## config.mk

```make
export PLATFORM = sky130hd
export DESIGN_NAME = start_seq_counter
export DESIGN_NICKNAME = d
export VERILOG_FILES = /design/src/rtl/start_seq_counter.sv
export SDC_FILE = /design/constraint.sdc
export NUM_CORES = 1
export LEC_CHECK = 0
export CORE_AREA = 8 8 45 47
export CTS_BUF_LIST = sky130_fd_sc_hd__clkbuf_8
export DETAILED_ROUTE_END_ITERATION = 10
export DIE_AREA = 0 0 53 55
export GPL_TIMING_DRIVEN = 0
export PLACE_DENSITY = 0.6
export SYNTH_ARGS = -nofsm -noshare
export SYNTH_HDL_FRONTEND = slang
export SYNTH_SLANG_ARGS = --single-unit
```

## constraint.sdc

```tcl
create_clock -name clk -period 1.9 [get_ports clk]
set_clock_uncertainty 0.05 [all_clocks]
set_input_delay 0.19 -clock clk [delete_from_list [all_inputs] [get_ports clk]]
set_output_delay 0.19 -clock clk [all_outputs]
set_load 0.05 [all_outputs]
```

## src/rtl/start_seq_counter.sv

```systemverilog
// start_seq_counter: start-triggered up/down state sequencer with repeat, pause, abort, terminal flag and done pulse
// Ports: clk, rst (sync, active-high); start, dir, mode_repeat, pause, abort (controls);
//        q (registered state value), busy (registered, high in RUN), done (registered one-cycle pulse),
//        at_term (RUN and q at terminal value: LAST going up, 1 going down).
module start_seq_counter #(
  parameter int WIDTH = 3,
  parameter int LAST  = 5
) (
  input  logic             clk,
  input  logic             rst,
  input  logic             start,
  input  logic             dir,
  input  logic             mode_repeat,
  input  logic             pause,
  input  logic             abort,
  output logic [WIDTH-1:0] q,
  output logic             busy,
  output logic             done,
  output logic             at_term
);
  if (WIDTH < 2 || WIDTH > 16 || LAST < 1 || LAST > (1 << WIDTH) - 1) begin : g_bad_param
    $error("start_seq_counter: illegal WIDTH/LAST");
  end
  localparam logic [WIDTH-1:0] LAST_Q = WIDTH'(LAST);
  localparam logic [WIDTH-1:0] ONE    = WIDTH'(1);
  typedef enum logic {IDLE, RUN} state_t;
  state_t state;
  logic   dir_r;
  logic [WIDTH-1:0] first;
  assign first   = dir_r ? LAST_Q : ONE;
  assign at_term = (state == RUN) && (q == (dir_r ? ONE : LAST_Q));
  always_ff @(posedge clk) begin
    if (rst) begin
      state <= IDLE;
      q     <= '0;
      busy  <= 1'b0;
      done  <= 1'b0;
      dir_r <= 1'b0;
    end else begin
      done <= 1'b0;
      if (state == IDLE) begin
        if (start) begin
          state <= RUN;
          dir_r <= dir;
          q     <= dir ? LAST_Q : ONE;
          busy  <= 1'b1;
        end
      end else if (abort) begin
        state <= IDLE;
        q     <= '0;
        busy  <= 1'b0;
      end else if (!pause) begin
        if (at_term) begin
          q    <= '0;
          done <= 1'b1;
          if (!mode_repeat) begin
            state <= IDLE;
            busy  <= 1'b0;
          end
        end else begin
          // q==0 in RUN is the wrap cycle of a repeating sequence: reload the first value
          q <= (q == '0) ? first : (dir_r ? q - ONE : q + ONE);
        end
      end
    end
  end
endmodule
```

**Word-level counts from Yosys, hierarchy flattened**

Index checks and enable logic that the tools add are counted.
W data, S select, Z words.

- Bits in registers: 7
- Output and inout port bits: 6
- Word-level logic and storage cells: 42

- Add/subtract/negate cells: 2
- Equal/unequal tests: 4
- Muxes and demuxes: 23
- Bitwise operators: 1
- Reductions and logical operators: 7

Operator list:

| cell | count |
|---|---|
| $mux W3 | 10 |
| $mux W1 | 13 |
| $ne A3 B3 Y1 const B | 3 |
| $reduce_and A2 Y1 | 2 |
| $reduce_and A4 Y1 | 1 |
| $reduce_or A4 Y1 | 1 |
| $add A3 B1 Y3 const B | 1 |
| $eq A3 B3 Y1 | 1 |
| $logic_not A3 Y1 | 1 |
| $sub A3 B1 Y3 const B | 1 |
| $reduce_bool A2 Y1 | 1 |
| $logic_and A1 B1 Y1 | 1 |
| $not A1 Y1 | 1 |

**Logic depth before layout (Yosys ltp)**

Gate-level depths: netlist of the first run.

- Depth in word-level cells: 7
- Mapped depth: 5
- Depth with buffers taken out: 5

**Worst setup path after synthesis of the first run**

OpenSTA, ideal clock, no wires.

- Path type: register to output
- Start: register q[0]
- End: output port at_term
- Data arrival time: 1.755 ns
- Setup slack: -0.095 ns
- Cell stages (with the launch flop): 4
- Cells stage by stage: dfxtp_1 > nor2b_1 > nand2_1 > nor2_1

- Word-level cells in the longest chain between the ends: 2

Ends and longest elaborated chain:

| what | RTL line | text |
|---|---|---|
| start, declared | 16 | `output logic [WIDTH-1:0] q,` |
| start signal, assigned | 45 | `q <= dir ? LAST_Q : ONE;` |
| start signal, assigned | 62 | `q <= (q == '0) ? first : (dir_r ? q - ONE : q + ONE);` |
| $eq A3 B3 Y1 | 31 | `assign at_term = (state == RUN) && (q == (dir_r ? ONE : LAST_Q));` |
| $logic_and A1 B1 Y1 | 31 |  |
| end, declared | 19 | `output logic at_term` |

Every way passes these cells.

**Final worst setup path of the first run**

- Start: register q[0]
- End: output port q[0]

No word-level cell between the ends.

==> flow_metrics.tcl, run 1 <==
set metrics [dict create \
    status "completed" \
    grt_pass1_wl_mm 1.51 \
    yosysWarnings 0 \
    synthCells 48 \
    cts_root_buffer "clkbuf_8" \
    crit_cells 1 \
    io_pins 13 \
    powerDensity_nw_per_um2 848 \
    core_sq_um 1380 \
    cts_hold_buffers 0 \
    io_buffers 12 \
    rsz0062_at_grt "false" \
    hold_path_class "reg2reg" \
    hpwlAfterDp_um 736 \
    die_x_um 53 \
    min_period_over_period_pct 95.5 \
    synth.area.top_cells "dfxtp_1 (35%), a21oi_1 (7.6%), nor2_1 (6.6%)" \
    ys_ff_latch 7 \
    crit_fanout 8 \
    switchingPower_mw 0.147 \
    cts_tree "done" \
    max_freq_ghz 0.551 \
    postRouteAntennaNets 0 \
    min_period_ns 1.82 \
    grt_use_total_pct 7.17 \
    finalSetupViolCount 0 \
    place_congestion 0.801 \
    synth_seq_area_share_pct 35.3 \
    fin_area_sq_um 586 \
    path_clk_slew_ns 0.04 \
    antennaDiodeCount 0 \
    vias 396 \
    first_pass_iters 4 \
    antenna_found_initial 0 \
    die_h_um 55 \
    worstPathCellList "clkdlybuf4s50_1" \
    ir_drop_mv 0.454 \
    place_area_sq_um 539 \
    combPwrFrac_pct 24.2 \
    worst_pin_slew_ns 0.499 \
    timing.slew.headroom_pct 66.6 \
    grt_pass1_vias 371 \
    max_cap_viol_count 0 \
    grt-ovfl-total 0 \
    cts.sinks 7 \
    wl_per_cell_um 11.9 \
    power_switching_share_pct 29.6 \
    synth_area_leader_cell "dfxtp_1" \
    hold_depth 2 \
    crit_path_end_kind "output port" \
    cts_made_buffers 3 \
    hold_violations 0 \
    final_common_cell "clkdlybuf4s50_1" \
    syn_area_sq_um 397 \
    dp_slack_ns -0.118 \
    dieArea_sq_um 2920 \
    cp_top_family "buffers and inverters" \
    clockBufferDepth 2 \
    maxSlewViolCount 0 \
    nets 73 \
    clockPowerShare_pct 40.5 \
    synth_top_area_share_pct 35.3 \
    p_leak_nw 0.225 \
    syn_to_final_growth_pct 47.6 \
    cp_slowest_cell "clkdlybuf4s50_1" \
    holdCritStartpoint "busy" \
    fin_ws_ns 0.0846 \
    worstSetupPathType "reg2out" \
    crit_start "q[0]" \
    p_int_mw 0.349 \
    wl_um 953 \
    worstRegToRegCells 5 \
    cp.arrival_ns 1.58 \
    start_kind "register" \
    final_cell_mix "clkdlybuf4s50_1 (11), dfxtp_1 (7), nor2_1 (6), a21oi_1 (6), nand2_1 (4)" \
    worstReg2RegStart "q[0]" \
    viasPerCell 4.95 \
    synth_area_per_cell_sq_um 8.26 \
    slowest_delay_ns 0.86 \
    drt_drc_violations_left 0 \
    drt_iter0_markers 4 \
    rows 14 \
    worstPathRequired_ns 1.66 \
    syn_nets 56 \
    path_buf_inv 1 \
    seq_power_share_pct 35.3 \
    post_cts_buffers 0 \
    layout-drive-gt1-share_pct 14.1 \
    cts_htree_levels 1 \
    clk_latency_ns 0.23 \
    grt_max_degree 9 \
    yosysUniqueCellTypes 23 \
    start_util_pct 28.7 \
]
## flip-flops by register name (all words and copies together), names as in the netlist
| register | cells |
|---|---|
| done | 1 |
| dir_r | 1 |
| q | 3 |
| state | 1 |
| busy | 1 |
## power by group through the flow
stage                     Sequential (mW)  Combinational (mW)  Clock, mW
after detailed placement            0.178               0.120          0
after floorplan                     0.199              0.0557          0
after global placement              0.177               0.120          0
after CTS                           0.175               0.121      0.208
after global routing                0.178               0.131      0.218
final                               0.175               0.120      0.201
## metrics by stage
stage / total power, mW / setup TNS (ns) / util [%] / instances / hold slack, ns
finish: 0.497 / 0 / 42.3 / 80 / 0.439
global route: 0.527 / 0 / 42.3 / 80 / 0.459
CTS: 0.504 / 0 / 42.3 / 80 / 0.440
detailed placement: 0.298 / -0.118 / 39.0 / 76 / 0.433
global placement: 0.298 / -0.0839 / 39.0 / 76 / 0.424
floorplan: 0.255 / 0 / - / 48 / 0.209
## kinds of logic after synthesis
family / after synthesis / share of synthesized area [%]
AO/OA/AOI/OAI: 14 / 22.7
adder cells (fa/ha/maj): 1 / 5.05
buffers and inverters: 2 / 1.89
flip-flops: 7 / 35.3
XOR/XNOR: 3 / 6.63
AND/OR/NAND/NOR: 21 / 28.4
## layer usage
| layer | global-route usage, % | wire length, um |
|---|---|---|
| met5 | 0 | 0 |
| met4 | 5.17 | 10 |
| met3 | 4.55 | 90 |
| met2 | 10.4 | 390 |
| met1 | 7.48 | 460 |
## worst paths after layout
kind / endpoint / slack [ns]
worst max-delay path: q[0] / 0.08
worst min-delay path: busy / 0.44
worst max register to register: q[2] / 0.22
worst min register to register: busy / 0.44
## cells in the mapped netlist, drive strengths merged
master	count
a31oi	1
a21oi	6
nand2b	2
nor4	2
nand3	1
nor2b	1
nor2	7
o21ai	3
fa	1
inv	2
dfxtp	7
a211oi	2
xnor2	1
o22a	2
nor3	2
and2b	1
xor2	2
or3	1
nand2	4
## layout make-up
| class | count | area [sq um] |
|---|---|---|
| clock buffer | 3 | 41.3 |
| clock inverter | 1 | 3.75 |
| sequential | 7 | 140 |
| inverter | 2 | 7.51 |
| multi-input combinational | 39 | 251 |
| fill | 145 | 798 |
| timing repair buffer | 12 | 121 |
| tap | 16 | 20.0 |
## what timing repair did
item / 4_1_cts / 5_1_grt
hold endpoints to repair: 0 / 0
gates resized for setup: 3 / 0
endpoints found under the setup margin: 1 / 0
Note: power is estimated with default switching activity, not from simulation.
==> run 2, diff against run 1 <==
Settings changed: ABC_CLOCK_PERIOD_IN_PS from default to 1900, HOLD_SLACK_MARGIN from default to 0.12.
==> results of run 2 <==
No change in the layout: final DEF, timing and power equal those of run 1.
==> run 3, diff against run 2 <==
Settings changed: CORE_AREA 8 8 45 47 to default, CORE_MARGIN from default to 8, CORE_UTILIZATION from default to 30, DIE_AREA 0 0 53 55 to default.
==> run 3 against run 2 <==
Clock power grew 2%. Routed wire length grew 9.3%. Highest routed layer unchanged. Cell count shrank 1.3%. First-iteration DRC count shrank 25%.
==> flow_metrics.tcl, run 3 (same netlist as run 1, synthesis figures left out) <==
set metrics [dict create \
    max_cap_viol_count 0 \
    rsz0062_at_grt "false" \
    nets 73 \
    nFillCells 131 \
    wl_per_cell_um 13.2 \
    fin_area_sq_um 586 \
    die_h_um 52.4 \
    postRouteAntennaNets 0 \
    drt_drc_violations_left 0 \
    grt_pass1_wl_mm 1.71 \
    maxSlewViolCount 0 \
    cp_top_family "buffers and inverters" \
    place_area_sq_um 538 \
    powerDensity_nw_per_um2 858 \
    start_util_pct 31.3 \
    syn_to_final_growth_pct 47.6 \
    drt_iter0_markers 3 \
    p_leak_nw 0.225 \
    crit_path_end_kind "output port" \
    min_period_over_period_pct 93.6 \
    ir_drop_mv 0.383 \
    layout-drive-gt1-share_pct 15.6 \
    cts_htree_levels 1 \
    slowest_delay_ns 0.86 \
    dieArea_sq_um 2740 \
    max_freq_ghz 0.562 \
    status "completed" \
    largest_register "q" \
    utilization_pct 46.2 \
    finalSetupViolCount 0 \
    path_clk_slew_ns 0.04 \
    antenna_found_initial 0 \
    rows 13 \
    cts_made_buffers 3 \
    worstSetupPathType "reg2out" \
    io_buffers 12 \
    largest_reg_flops 3 \
    timing.hold.ws_ns 0.435 \
    cts_tree "done" \
    crit_fanout 7 \
    start_kind "register" \
    hold_path_class "reg2reg" \
    clockBufferDepth 2 \
    wl_mm 1.04 \
    vias 398 \
    worstPathCellList "clkdlybuf4s50_1" \
    final_common_cell "clkdlybuf4s50_1" \
    grt_pass1_vias 382 \
    grt_max_degree 9 \
    post_cts_buffers 0 \
    io_pins 13 \
    cp_slowest_cell "clkdlybuf4s50_1" \
    cp.arrival_ns 1.54 \
    first_pass_iters 2 \
    die_x_um 52.4 \
    antennaDiodeCount 0 \
    viasPerCell 5.04 \
    cts_root_buffer "clkbuf_8" \
    cts.sinks 7 \
    path_buf_inv 1 \
    grt_use_total_pct 8.92 \
    grt-ovfl-total 0 \
    worst_pin_slew_ns 0.501 \
    cts_hold_buffers 0 \
    worstPathRequired_ns 1.66 \
    timing.slew.headroom_pct 66.5 \
    hold_violations 0 \
    core_sq_um 1270 \
    clk_latency_ns 0.23 \
    hpwlAfterDp_um 764 \
    min_period_ns 1.78 \
    place_congestion 0.745 \
    final_cell_mix "clkdlybuf4s50_1 (11), nor2_1 (6), a21oi_1 (6), dfxtp_1 (6), nand2_1 (4)" \
]
[run 3: cell counts in the layout (fill, tap and decap cells not counted)]
Identical to the previous run, type by type.
[run 3: per-stage QoR]
step           instances  setup WS (ns)  setup TNS [ns]  total power [mW]
6_report              79          0.122               0             0.503
5_1_grt               79         0.0147               0             0.533
4_1_cts               79         0.0646               0             0.509
3_5_place_dp          75         -0.113          -0.113             0.298
3_3_place_gp          75        -0.0808         -0.0808             0.299
2_1_floorplan         48         0.0683               0             0.255
[run 3: path summary, 6_finish.rpt]
kind	depth (start not counted)	startpoint	slack, ns	endpoint
min reg2reg	2	busy	0.43	busy
max	1	q[2]	0.12	q[2]
min	2	busy	0.43	busy
max reg2reg	5	q[0]	0.26	q[2]
[run 3: routing by layer]
| layer | up-vias | wire length (um) | track usage (%) |
|---|---|---|---|
| li1 | 202 | - | - |
| met1 | 180 | 488 | 9.95 |
| met2 | 12 | 406 | 10.9 |
| met3 | 4 | 109 | 7.10 |
| met4 | 0 | 38 | 6.47 |
| met5 | - | 0 | 0 |
[run 3: power breakdown]
part	total (mW)	switching, mW	leakage [nW]	internal (mW)
sequential	0.176	0.0171	0.0580	0.158
clock	0.206	0.0663	0.0269	0.140
combinational	0.121	0.0689	0.140	0.0522
[run 3: cell type report]
cell class	instances	area (sq um)	area share, %
inverters	2	7.51	1.28
multi-input cells	39	251	42.9
well taps	15	18.8	3.21
clock inverters	1	3.75	0.641
repair buffers	12	121	20.7
flip-flops and latches	7	141	24.1
clock buffers	3	41.3	7.05
[run 3: repair_timing]
item,in CTS,in global routing
resized for setup,3,1
gates cloned,0,0
endpoints found under the setup margin,1,2
